--- src/rtl/cache_arbiter.sv ---
// cache_arbiter: round-robin arbiter sharing one 128-bit memory line port between the I-cache and D-cache.
module cache_arbiter (
    input  logic         clk,
    input  logic         reset,
    input  logic         i_read,
    input  logic [15:0]  i_address,
    output logic [127:0] i_rdata,
    output logic         i_resp,
    input  logic         d_read,
    input  logic         d_write,
    input  logic [15:0]  d_address,
    input  logic [127:0] d_wdata,
    output logic [127:0] d_rdata,
    output logic         d_resp,
    output logic         mem_read,
    output logic         mem_write,
    output logic [15:0]  mem_address,
    output logic [127:0] mem_wdata,
    input  logic [127:0] mem_rdata,
    input  logic         mem_resp
);
    typedef enum logic [1:0] {IDLE, SERVE_I, SERVE_D, DONE} state_e;

    state_e       state_q, state_d;
    logic         last_grant_q, last_grant_d;
    logic         write_q, write_d;
    logic [15:0]  addr_q, addr_d;
    logic [127:0] wdata_q, wdata_d;
    logic         ireq, dreq, pick_d, serving;

    assign ireq    = i_read;
    assign dreq    = d_read | d_write;
    assign pick_d  = dreq & (~ireq | ~last_grant_q);
    assign serving = (state_q == SERVE_I) || (state_q == SERVE_D);

    assign mem_read    = serving & ~write_q;
    assign mem_write   = serving & write_q;
    assign mem_address = serving ? addr_q : 16'h0;
    assign mem_wdata   = serving ? wdata_q : 128'h0;

    always_ff @(posedge clk) begin
        if (reset) begin
            state_q      <= IDLE;
            last_grant_q <= 1'b1;
            write_q      <= 1'b0;
            addr_q       <= 16'h0;
            wdata_q      <= 128'h0;
        end else begin
            state_q      <= state_d;
            last_grant_q <= last_grant_d;
            write_q      <= write_d;
            addr_q       <= addr_d;
            wdata_q      <= wdata_d;
        end
    end

    // DONE arbitrates like IDLE: requesters drop on the resp edge, so only fresh requests are seen here
    always_comb begin
        state_d      = state_q;
        last_grant_d = last_grant_q;
        write_d      = write_q;
        addr_d       = addr_q;
        wdata_d      = wdata_q;
        i_resp       = 1'b0;
        d_resp       = 1'b0;
        i_rdata      = 128'h0;
        d_rdata      = 128'h0;
        case (state_q)
            IDLE, DONE: begin
                state_d = IDLE;
                if (ireq || dreq) begin
                    state_d      = pick_d ? SERVE_D : SERVE_I;
                    last_grant_d = pick_d;
                    write_d      = pick_d & d_write;
                    addr_d       = {(pick_d ? d_address[15:4] : i_address[15:4]), 4'h0};
                    wdata_d      = (pick_d & d_write) ? d_wdata : 128'h0;
                end
            end
            SERVE_I: begin
                if (mem_resp) begin
                    i_resp  = 1'b1;
                    i_rdata = write_q ? 128'h0 : mem_rdata;
                    state_d = DONE;
                end
            end
            SERVE_D: begin
                if (mem_resp) begin
                    d_resp  = 1'b1;
                    d_rdata = write_q ? 128'h0 : mem_rdata;
                    state_d = DONE;
                end
            end
            default: state_d = IDLE;
        endcase
    end
endmodule

--- config.mk ---
export PLATFORM = sky130hd
export DESIGN_NAME = cache_arbiter
export DESIGN_NICKNAME = d
export VERILOG_FILES = /design/src/rtl/cache_arbiter.sv
export SDC_FILE = /design/constraint.sdc
export NUM_CORES = 1
export LEC_CHECK = 0
export ABC_AREA = 1
export BUFFER_PORTS_ARGS = -buffer_cell sky130_fd_sc_hd__buf_2
export CORE_AREA = 2 2 273 275
export DETAILED_ROUTE_END_ITERATION = 10
export DIE_AREA = 0 0 275 277
export GPL_TIMING_DRIVEN = 0
export RECOVER_POWER = 25
export SLEW_MARGIN = 40
export SYNTH_ARGS = -nofsm -noshare
export SYNTH_HDL_FRONTEND = slang
export SYNTH_SLANG_ARGS = --single-unit
--- constraint.sdc ---
create_clock -name clk -period 1.98 [get_ports clk]
set_input_delay 0.198 -clock clk [delete_from_list [all_inputs] [get_ports clk]]
set_output_delay 0.198 -clock clk [all_outputs]
set_load 0.05 [all_outputs]
; ---- Yosys cells after proc, flatten, opt, wreduce, memory -nomap -nowiden
; Cells that the tools add are included.
[op_classes]
n_eq_ne = 4
mux = 15
bitwise_logic = 9
reduce_logical = 6
[op_table]
columns = operator, n
row1 = 128-bit 2-to-1 mux, 6
row2 = 16-bit 2-to-1 mux, 1
row3 = 12-bit 2-to-1 mux, 1
row4 = 2-bit 2-to-1 mux, 3
row5 = 1-bit bitwise AND, 4
row6 = 2-bit equality test (second input constant), 2
row7 = 2-bit case mux with 2 select lines, 1
row8 = 2-bit OR reduction, 2
row9 = 1-bit 2-to-1 mux, 3
row10 = 1-bit NOT, 3
row11 = 2-bit by 1-bit equality test with 1-bit output (second input constant), 1
row12 = 2-bit zero test, 1
row13 = 1-bit logical OR, 2
row14 = 2-bit by 1-bit inequality test with 1-bit output (second input constant), 1
row15 = 1-bit OR, 2
row16 = 2-bit AND reduction, 1
[totals]
reg_bits = 144
input_bits = 294
elab_cells = 39

; ---- Depth between registers and ports, before layout
; Gate-level depths: netlist of run 1.
[depth]
depth_word = 6
mapped_depth = 8

; ---- Worst setup path before layout of run 1
; Ideal clock, no wire load.
[synth_timing]
path_type = register -> output
startpoint = register state_q[1]
endpoint = output port i_rdata[100]
arrival_time_ns = 2.047
required_ns = 1.782
setup_slack_ns = -0.265
path_stages_with_launch = 7
n_path_buf = 2
path_cell_list = dfxtp_1 > inv_1 > ha_1 > inv_1 > clkbuf_1 > buf_1 > nor3_1
[synth_via]
elab_chain_len = 2
[synth_lines]
columns = element, line
row1 = start: declaration, 24  ; state_e state_q, state_d;
row2 = start signal: assignment, 49  ; state_q <= state_d;
row3 = 2-bit by 1-bit equality test with 1-bit output, 68  ; case (state_q)
row4 = 128-bit 2-to-1 mux, 68
row5 = end: declaration, 7  ; output logic [127:0] i_rdata,
; No other way between the ends.

; ---- Worst setup path after layout of run 1
[layout_timing]
startpoint = register state_q[0]
endpoint = output port d_rdata[83]
[layout_via]
elab_chain_len = 2
[layout_lines]
columns = element, line
row1 = 2-bit equality test, 68
row2 = 128-bit 2-to-1 mux, 68
row3 = end: declaration, 13  ; output logic [127:0] d_rdata,
; No other way between the ends.

==> flow_summary.json, run 1 <==
{
  "outcome": "finished, violations left",
  "failed_checks": "setup timing",
  "ys_seq_elements": 144,
  "hold_viol": 0,
  "synthArstFlopShare": 0,
  "crit_fanout": 5,
  "drtIter0Drc": 1160,
  "synth_cell_types": 21,
  "final_util": 0.334,
  "hpwlAfterDp_um": 62900,
  "endpoint_kind": "output pin",
  "slowest_stage": "dfxtp_4",
  "clk_latency_ns": 0.46,
  "start_util": 0.129,
  "nets": 2837,
  "whs_ns": 0.0512,
  "via_per_inst": 4.31,
  "crit_path_start": "state_q[0]$_SDFFE_PP0P_",
  "grt_max_degree": 17,
  "port_buffers": 684,
  "finalMaxSlewViolations": 0,
  "ctsHoldBuffers": 0,
  "drc": 0,
  "ys.flop_type": "dfxtp_1",
  "worstPathRequired_ns": 1.78,
  "clk_path_buf_depth": 2,
  "powerDensity_mw_per_mm2": 1220,
  "syn_area_per_cell_um2": 5.50,
  "timing.final.crit_share": 1.20,
  "antenna_found_initial": 66,
  "cts.htree.levels": 4,
  "fin_crit_ns": 2.38,
  "startpoint_type": "flip-flop",
  "synth_top_area_frac": 0.305,
  "timing.slew.headroom": 0.519,
  "grt_pass1_vias": 13200,
  "ios": 698,
  "grt_setup_unrepaired": "yes",
  "cp_cell_sequence": "inv_2 -> ha_4 -> inv_8 -> clkbuf_16 -> clkbuf_16 -> buf_12 -> nor3_4 -> buf_6",
  "placed_cells": 3377,
  "cts_tree": "yes",
  "fin_setup_tns_ns": -39.81,
  "fp-row-count": 100,
  "yosysTopAreaCell": "dfxtp_1",
  "cts_root_buf": "clkbuf_16",
  "coreArea_mm2": 0.0736,
  "netlist_area_mm2": 0.00946,
  "grt-ovfl-total": 0,
  "reg2reg_from": "state_q[0]$_SDFFE_PP0P_",
  "wl_um": 90200,
  "cap_violations": 0,
  "clkTransAtPathRegs_ns": 0.07,
  "ys_seq_area_frac": 0.305,
  "die_w_um": 275,
  "regToRegEndpoint": "addr_q[13]$_SDFFE_PP0P_",
  "grt_pass1_wl_um": 101000,
  "cts_sinks": 144,
  "holdPathStages": 5,
  "antenna_left": 0,
  "rr_worst_depth": 10,
  "syn_inst": 1721,
  "drt_pass1_iterations": 5,
  "die_h_um": 277,
  "gp_congestion": 0.942,
  "worstPathArrival_ns": 2.18,
  "layout-drive-gt1-share": 0.535,
  "fin_ws_ns": -0.400,
  "yosys_warnings": 0,
  "cpPeakStageDelay_ns": 0.36,
  "setup_viol": 377,
  "min_from": "d_wdata[54]",
  "track_usage": 0.194,
  "cp_common_cell": "clkbuf_16",
  "skew_ns": 0.0151,
  "min_path_type": "in -> reg",
  "timing.fmax_mhz": 420,
  "synth_area_leaders": "dfxtp_1 (30%), inv_1 (17%), nor3_1 (14%)",
  "vias": 15300,
  "design.die.area_mm2": 0.0762,
  "whs_endpoint": "wdata_q[54]$_SDFFE_PP0P_",
  "cts_inserted_buffers": 17,
  "stdcell_count": 3540,
  "syn2layout_area_growth_pct": 160,
  "reg2reg_slack_ns": 0.05,
  "routedWlPerCell_um": 25.5,
  "irDropWorstVdd_mv": 0.751,
  "worst_pin_slew_ns": 0.721,
  "leakage_nw": 11.1,
  "path_class": "reg -> out",
  "fillers": 7255,
  "synth_edf_count": 0
}
==> power by group <==
part / internal (mW) / switching [mW]
Combinational: 9.01 / 13.9
Sequential: 3.38 / 0.232
Clock: 1.95 / 1.47
==> placed cells by master (no fill, tap or decap), types with 2 or more instances in the layout <==
cell and n:
inv_8 4, dfxtp_1 141, buf_12 71, clkbuf_4 4, buf_2 308, inv_4 2
nor3_2 6, buf_4 54, inv_6 3, nor3_1 2, nor3_4 248, nor2_4 116
nand2_1 314, a21oi_1 130, inv_1 413, nor2_1 161, clkinv_4 4, buf_6 343
conb_1 4, dfxtp_4 3, clkbuf_8 3, bufinv_16 2, diode_2 18, ha_4 2
buf_16 5, nor2_2 32, buf_1 2, clkbuf_16 76, inv_2 2, buf_8 72
clkbuf_1 16
==> flip-flops by register name (all words and copies together), names as in the netlist <==
name / cells
addr_q: 12
last_grant_q: 1
state_q: 2
wdata_q: 128
write_q: 1
==> per-stage QoR <==
step           worst slack (ns)  area [um2]  total power, mW
3_3_place_gp              -1.13       14600             15.6
4_1_cts                  -0.254       18900             23.0
3_5_place_dp             -0.705       14600             15.7
2_1_floorplan            -0.265        9920             11.8
6_report                 -0.400       24600             29.9
5_1_grt                  -0.408       24600             31.1
==> synth_stat cells (all sizes together) (2+ instances only) <==
cell    instances
inv           419
nand2         316
nor2          309
nor3          256
dfxtp         144
a21oi         131
buf            74
clkbuf         64
ha              2
o21ai           2
==> cells by family (layout without fill, tap and decap cells) <==
| logic type | Yosys count | after routing | synth area share |
|---|---|---|---|
| buffers and inverters | 557 | 1386 | 0.234 |
| adders and majority gates | 2 | 2 | 0.00264 |
| AOI/OAI and AO/OA | 134 | 134 | 0.0727 |
| DFF | 144 | 144 | 0.305 |
| and+or+nand+nor | 883 | 883 | 0.386 |
| other | 1 | 22 | 0.000396 |
==> routing by layer <==
metal	routed length [um]	vias up	global-route usage
li1	-	6759	-
met1	28700	7068	0.188
met2	45800	1096	0.363
met3	7950	331	0.0486
met4	7680	4	0.125
met5	23	-	0
==> worst max-delay path by stage <==
stage | slack (ns) | cells after the start | endpoint
floorplan | -0.26 | 6 | i_rdata[100]
global placement | -1.13 | 7 | mem_wdata[81]
detailed placement | -0.71 | 6 | i_rdata[8]
CTS | -0.25 | 7 | mem_wdata[90]
global route | -0.41 | 8 | d_rdata[83]
finish | -0.40 | 8 | d_rdata[83]
==> worst max-delay path, delay by kind of cell, from the launching register on <==
| kind | cells | cell delay [ns] |
|---|---|---|
| fa+ha+maj | 1 | 0.19 |
| simple gates | 1 | 0.33 |
| flops | 1 | 0.36 |
| buf+inv | 6 | 0.82 |
==> area by class of cell <==
cell class                 instances  area [um2]  area share
tap                              969        1210      0.0493
sequential                       144        2890       0.118
buffer                           136        1860      0.0755
timing repair buffer             800        8190       0.333
antenna                           18        45.0     0.00183
multi-input combinational       1023        8190       0.333
clock buffer                      19         453      0.0184
clock inverter                    12         149     0.00606
inverter                         419        1590      0.0648
==> what timing repair did <==
action                                  CTS  global route
endpoints found under the hold margin     0             0
resized for setup                       873          1158
buffers inserted                         12            55
endpoints found under the setup margin  518           524
gates cloned                             19            35
pin swaps                                59           231
Power figures use the tool's default switching activity.
==> run 2: changes to the inputs <==
--- a/config.mk
+++ b/config.mk
@@ -7,10 +7,13 @@
 export LEC_CHECK = 0
 export ABC_AREA = 1
 export BUFFER_PORTS_ARGS = -buffer_cell sky130_fd_sc_hd__buf_2
-export CORE_AREA = 2 2 273 275
+export CELL_PAD_IN_SITES_DETAIL_PLACEMENT = 1
+export CELL_PAD_IN_SITES_GLOBAL_PLACEMENT = 2
+export CORE_AREA = 2 2 269 271
 export DETAILED_ROUTE_END_ITERATION = 10
-export DIE_AREA = 0 0 275 277
+export DIE_AREA = 0 0 271 273
 export GPL_TIMING_DRIVEN = 0
+export PLACE_DENSITY_LB_ADDON = 0.15
 export RECOVER_POWER = 25
 export SLEW_MARGIN = 40
 export SYNTH_ARGS = -nofsm -noshare
==> run 2 against run 1 <==
Compared with the run above: the flow still finishes with violations (setup timing); register-to-register slack improved by 0.06 ns; critical path type unchanged; critical path depth unchanged; sequential power is essentially flat; via count decreased by 10%; global-route usage down 0.99 points; critical endpoint is now i_rdata[79]; fmax is 8.8% higher; worst setup slack improved by 0.19 ns.
==> flow_summary.json, run 2 (same netlist as run 1, synthesis figures left out) <==
{
  "cp_cell_sequence": "inv_2 -> ha_4 -> inv_4 -> clkbuf_16 -> clkbuf_16 -> clkbuf_16 -> nor3_4 -> buf_6",
  "holdPathStages": 5,
  "worstPathArrival_ns": 1.99,
  "regToRegEndpoint": "wdata_q[74]$_SDFFE_PP0P_",
  "clk_latency_ns": 0.46,
  "antenna_found_initial": 44,
  "cap_violations": 0,
  "largestRegisters": "wdata_q (128), addr_q (12), state_q (2)",
  "whs_endpoint": "addr_q[7]$_SDFFE_PP0P_",
  "combPwrFrac": 0.746,
  "vias": 13700,
  "coreArea_mm2": 0.0710,
  "cts_sinks": 144,
  "min_path_type": "in -> reg",
  "cts_tree": "yes",
  "timing.final.crit_share": 1.10,
  "min_from": "i_address[7]",
  "hpwlAfterDp_um": 55700,
  "clk_path_buf_depth": 2,
  "startpoint_type": "flip-flop",
  "nets": 2784,
  "syn2layout_area_growth_pct": 148,
  "die_w_um": 271,
  "endpoint_kind": "output pin",
  "port_buffers": 684,
  "cp_common_cell": "clkbuf_16",
  "placed_cells": 3359,
  "path_buf_inv": 6,
  "grt_pass1_vias": 14800,
  "worstPathRequired_ns": 1.78,
  "layout_commonest_cell": "inv_1",
  "cts_inserted_buffers": 17,
  "fp-row-count": 98,
  "gp_congestion": 0.954,
  "ctsHoldBuffers": 0,
  "layout_common_cells": "inv_1 (413), buf_2 (314), nand2_1 (314), buf_6 (307), nor3_4 (222)",
  "leakage_nw": 10.6,
  "grt_max_degree": 17,
  "cts_root_buf": "clkbuf_16",
  "powerDensity_mw_per_mm2": 1190,
  "via_per_inst": 3.95,
  "switching_power_mw": 14.4,
  "stdcell_count": 3474,
  "swShare": 0.512,
  "path_class": "reg -> out",
  "reg2reg_from": "state_q[0]$_SDFFE_PP0P_",
  "outcome": "finished, violations left",
  "hold_viol": 0,
  "p_clk_frac": 0.125,
  "grt_setup_unrepaired": "yes",
  "timing.fmax_mhz": 457,
  "clkTransAtPathRegs_ns": 0.07,
  "largest_reg_flops": 128,
  "ios": 698,
  "power.internal_mw": 13.7,
  "fin_ws_ns": -0.207,
  "grt_pass1_wl_um": 100000,
  "layout-drive-gt1-share": 0.520,
  "drc": 0,
  "antenna_left": 0,
  "final_util": 0.331,
  "track_usage": 0.184,
  "drtIter0Drc": 359,
  "cts.htree.levels": 4,
  "fin_crit_ns": 2.19,
  "reg2reg_slack_ns": 0.11,
  "start_util": 0.133,
  "setup_viol": 319,
  "slowest_stage": "dfxtp_4",
  "skew_ns": 0.00707,
  "path_delay_family": "buffers and inverters",
  "finalMaxSlewViolations": 0,
  "die_h_um": 273,
  "irDropWorstVdd_mv": 0.669,
  "design.die.area_mm2": 0.0740,
  "timing.slew.headroom": 0.581,
  "rr_worst_depth": 9,
  "wl_um": 71600,
  "routedWlPerCell_um": 20.6,
  "p_seq_frac": 0.129,
  "top_register": "wdata_q",
  "drt_pass1_iterations": 4,
  "worst_pin_slew_ns": 0.628,
  "grt-ovfl-total": 0,
  "failed_checks": "setup timing",
  "crit_fanout": 6,
  "cpPeakStageDelay_ns": 0.36
}
-- run 2: changes by cell type in the layout (fill, tap and decap cells not counted), moves of 7 or more --
cell / before / now
buf_12: 71 / 28
buf_4: 54 / 47
buf_6: 343 / 307
buf_8: 72 / 93
clkbuf_8: 3 / 11
nor2_2: 32 / 14
nor2_4: 116 / 129
nor3_1: 2 / 14
nor3_2: 6 / 20
nor3_4: 248 / 222
-- run 2: layout make-up --
class	instances	area (um2)
clock inverters	8	98.8
clock buffers	24	522
plain buffers	131	1570
multi-input cells	1023	8020
repair buffers	752	7570
diodes	23	57.6
inverters	419	1590
fillers	8369	47500
flip-flops and latches	144	2890
well taps	950	1190
-- run 2: per-stage QoR --
stage	power [mW]	cell area [um2]	hold slack, ns	setup TNS, ns	setup WS, ns
floorplan	11.8	9920	0.362	-58.73	-0.265
global placement	15.5	14500	0.452	-224.54	-0.918
detailed placement	15.5	14500	0.455	-160.32	-0.573
CTS	26.8	22200	0.0246	-55.42	-0.257
global route	29.6	23500	0.0540	-59.44	-0.266
finish	28.0	23500	0.0614	-30.16	-0.207
-- run 2: repair_timing --
action	4_1_cts	5_1_grt
pin swaps	194	133
setup endpoints to repair	408	498
endpoints found under the hold margin	0	0
gates resized for setup	1543	278
setup buffers	17	12
cloned	29	13
-- run 2: tightest hold or removal path: stages --
cell	delay, ns
buf_2	0.08
nand2_1	0.04
nand2_1	0.05
nor2_1	0.04
nor2_1	0.06
-- run 2: how the worst max path moves through the flow --
stage / start / to / slack, ns / cells after the start
CTS: state_q[1]$_SDFFE_PP0P_ / i_rdata[73] / -0.26 / 8
floorplan: state_q[1]$_SDFFE_PP0P_ / i_rdata[100] / -0.26 / 6
detailed placement: state_q[0]$_SDFFE_PP0P_ / d_rdata[27] / -0.57 / 7
global route: state_q[1]$_SDFFE_PP0P_ / i_rdata[79] / -0.27 / 8
global placement: state_q[0]$_SDFFE_PP0P_ / mem_wdata[79] / -0.92 / 7
finish: state_q[1]$_SDFFE_PP0P_ / i_rdata[79] / -0.21 / 8
-- run 2: layer usage --
layer,share of wire,up-vias,global-route usage
li1,-,6634,-
met1,0.34,6544,0.181
met2,0.56,432,0.359
met3,0.073,98,0.0590
met4,0.028,16,0.0653
met5,0.0015,-,0
-- run 2: power groups by stage --
stage               Combinational, mW  Clock, mW  Sequential [mW]
finish                           20.9       3.51             3.61
global route                     22.2       3.76             3.68
CTS                              19.5       3.66             3.60
detailed placement               11.9          0             3.65
global placement                 11.9          0             3.63
floorplan                        8.21          0             3.58
==> run 3: changes to the inputs <==
--- a/config.mk
+++ b/config.mk
@@ -5,13 +5,12 @@
 export SDC_FILE = /design/constraint.sdc
 export NUM_CORES = 1
 export LEC_CHECK = 0
-export ABC_AREA = 1
 export BUFFER_PORTS_ARGS = -buffer_cell sky130_fd_sc_hd__buf_2
 export CELL_PAD_IN_SITES_DETAIL_PLACEMENT = 1
 export CELL_PAD_IN_SITES_GLOBAL_PLACEMENT = 2
-export CORE_AREA = 2 2 269 271
+export CORE_AREA = 2 2 268 270
 export DETAILED_ROUTE_END_ITERATION = 10
-export DIE_AREA = 0 0 271 273
+export DIE_AREA = 0 0 270 272
 export GPL_TIMING_DRIVEN = 0
 export PLACE_DENSITY_LB_ADDON = 0.15
 export RECOVER_POWER = 25
==> run 3 against run 2 <==
Compared with the run above: non-clock buffer count grew 80; critical path type unchanged; register-to-register slack worse by 0.17 ns; critical path depth shrank 1; clock power down 1%; first-iteration DRC count shrank 13%; synthesized area shrank 17%; the flow still finishes with violations (setup timing); global-route usage fell by 3.1 points; clock-buffer cell count is 1 lower; synthesized cell count decreased by 43%; cell area fell by 17%.
==> flow_summary.json, run 3 <==
{
  "outcome": "finished, violations left",
  "failed_checks": "setup timing",
  "cts_tree": "yes",
  "power.internal_mw": 12.6,
  "worstPathRequired_ns": 1.78,
  "routedWlPerCell_um": 21.8,
  "grt_pass1_wl_um": 82400,
  "drtIter0Drc": 311,
  "clk_latency_ns": 0.45,
  "cts_root_buf": "clkbuf_16",
  "powerDensity_mw_per_mm2": 1260,
  "ys_seq_elements": 144,
  "antenna_left": 0,
  "syn_inst": 981,
  "syn2layout_area_growth_pct": 148,
  "via_per_inst": 3.82,
  "track_usage": 0.154,
  "slowest_stage": "dfxtp_4",
  "grt_setup_unrepaired": "yes",
  "hold_viol": 0,
  "yosys-top-cells-count": "and2_1 (259), dfxtp_1 (144), nor2_1 (144), nor2b_1 (141), a32oi_1 (128)",
  "layout-drive-gt1-share": 0.558,
  "p_seq_frac": 0.155,
  "placed_cell_area_mm2": 0.0125,
  "netlist_area_mm2": 0.00787,
  "yosys_warnings": 0,
  "top_register": "wdata_q",
  "ys_seq_area_frac": 0.366,
  "cap_violations": 0,
  "largestRegisters": "wdata_q (128), addr_q (12), state_q (2)",
  "wl_um": 61900,
  "start_util": 0.111,
  "placed_cells": 2618,
  "largest_reg_flops": 128,
  "nets": 2152,
  "clkTransAtPathRegs_ns": 0.06,
  "worst_pin_slew_ns": 0.743,
  "synth_cell_types": 24,
  "switching_power_mw": 12.1,
  "path_class": "reg -> out",
  "finalMaxSlewViolations": 0,
  "grt-ovfl-total": 0,
  "final_util": 0.276,
  "irDropWorstVdd_mv": 0.668,
  "cpPeakStageDelay_ns": 0.36,
  "rr_worst_depth": 7,
  "whs_ns": 0.0363,
  "fin_crit_ns": 2.16,
  "cts_sinks": 144,
  "clk_path_buf_depth": 2,
  "fp-row-count": 98,
  "vias": 10800,
  "holdPathStages": 3,
  "reg2reg_slack_ns": -0.06,
  "drt_pass1_iterations": 4,
  "grt_pass1_vias": 11500,
  "fin_ws_ns": -0.181,
  "layout_commonest_cell": "buf_2",
  "synth.most_common_cell": "and2_1",
  "swShare": 0.489,
  "synthArstFlopShare": 0,
  "design.die.area_mm2": 0.0734,
  "crit_fanout": 10,
  "regToRegEndpoint": "addr_q[14]$_SDFFE_PP0P_",
  "power.total_mw": 24.6,
  "combPwrFrac": 0.705,
  "worstPathArrival_ns": 1.96,
  "skew_ns": 0.00882,
  "syn_area_per_cell_um2": 8.02,
  "fillers": 8203,
  "cp_cell_sequence": "inv_4 -> ha_4 -> and3b_4 -> buf_12 -> buf_8 -> and2_1 -> buf_4",
  "layout_common_cells": "buf_2 (330), buf_6 (206), and2_1 (152), nor2_1 (144), dlygate4sd3_1 (144)",
  "coreArea_mm2": 0.0708,
  "timing.slew.headroom": 0.505,
  "fin_setup_tns_ns": -39.24,
  "startpoint_type": "flip-flop",
  "whs_endpoint": "wdata_q[77]$_SDFFE_PP0P_",
  "min_path_type": "in -> reg",
  "synth_edf_count": 0,
  "cts.htree.levels": 4,
  "antenna_found_initial": 34,
  "place_ws_ns": -0.681,
  "fin_area_mm2": 0.0195,
  "p_clk_frac": 0.141,
  "synth_area_leaders": "dfxtp_1 (37%), and2_1 (21%), a32oi_1 (14%)",
  "hpwlAfterDp_um": 49000,
  "ys.flop_type": "dfxtp_1",
  "die_h_um": 272,
  "cts_inserted_buffers": 17,
  "reg2reg_from": "state_q[0]$_SDFFE_PP0P_",
  "die_w_um": 270,
  "ios": 698,
  "gp_congestion": 0.893,
  "setup_viol": 381,
  "synth_top_area_frac": 0.366,
  "min_from": "d_wdata[77]",
  "stdcell_count": 2834,
  "endpoint_kind": "output pin",
  "port_buffers": 684,
  "drc": 0,
  "yosysTopAreaCell": "dfxtp_1",
  "leakage_nw": 8.36,
  "grt_max_degree": 17,
  "timing.fmax_mhz": 463,
  "timing.final.crit_share": 1.09
}
==> run 3: power by group through the flow <==
| stage | logic (mW) | registers, mW | clock network (mW) |
|---|---|---|---|
| 2_1_floorplan | 7.52 | 3.70 | 0 |
| 3_3_place_gp | 11.2 | 3.79 | 0 |
| 3_5_place_dp | 11.2 | 3.80 | 0 |
| 4_1_cts | 13.2 | 3.75 | 3.64 |
| 5_1_grt | 18.3 | 3.89 | 3.70 |
| 6_report | 17.4 | 3.81 | 3.46 |
==> run 3: cell families after synthesis <==
kind of cell / count (synthesis) / share of synthesized area
buffers and inverters: 112 / 0.0614
flip-flops: 144 / 0.366
adder cells (fa/ha/maj): 2 / 0.00318
AO/OA/AOI/OAI: 149 / 0.166
AND/OR/NAND/NOR: 573 / 0.402
other: 1 / 0.000477
==> run 3: what timing repair did <==
action	in CTS	in global routing
gates resized for setup	673	712
setup endpoints to repair	508	526
hold buffers	144	0
buffers inserted	0	4
endpoints found under the hold margin	132	0
pin swaps	0	42
gates cloned	0	21
==> run 3: layer usage <==
metal | share of wire | GRT usage
met5 | 0.00044 | 0
met4 | 0.023 | 0.0447
met3 | 0.065 | 0.0471
met2 | 0.55 | 0.299
met1 | 0.36 | 0.156
==> run 3: final cells by class <==
type                            count  area, um2  area share
Antenna cell                       15       37.5     0.00192
Timing Repair Buffer              853       8120       0.416
Sequential cell                   144       2890       0.148
Tap cell                          950       1190      0.0609
Inverter                            2       12.5    0.000641
Clock inverter                      9        133     0.00679
Multi-Input combinational cell    728       5560       0.285
Buffer                            110       1120      0.0575
Clock buffer                       23        468      0.0240
==> run 3: critical path: cells and delay by family, from the launching register on <==
kind,cells,cell delay [ns]
simple gates,2,0.45
flops,1,0.36
fa+ha+maj,1,0.12
buf+inv,4,0.57
==> run 3: how the worst max path moves through the flow <==
stage	start	to	cells past startpoint
after floorplan	state_q[0]$_SDFFE_PP0P_	mem_wdata[100]	5
after global placement	state_q[0]$_SDFFE_PP0P_	mem_wdata[120]	6
after detailed placement	state_q[0]$_SDFFE_PP0P_	mem_wdata[96]	6
after CTS	state_q[1]$_SDFFE_PP0P_	i_rdata[118]	7
after global routing	state_q[1]$_SDFFE_PP0P_	i_rdata[70]	7
final	state_q[1]$_SDFFE_PP0P_	i_rdata[59]	7
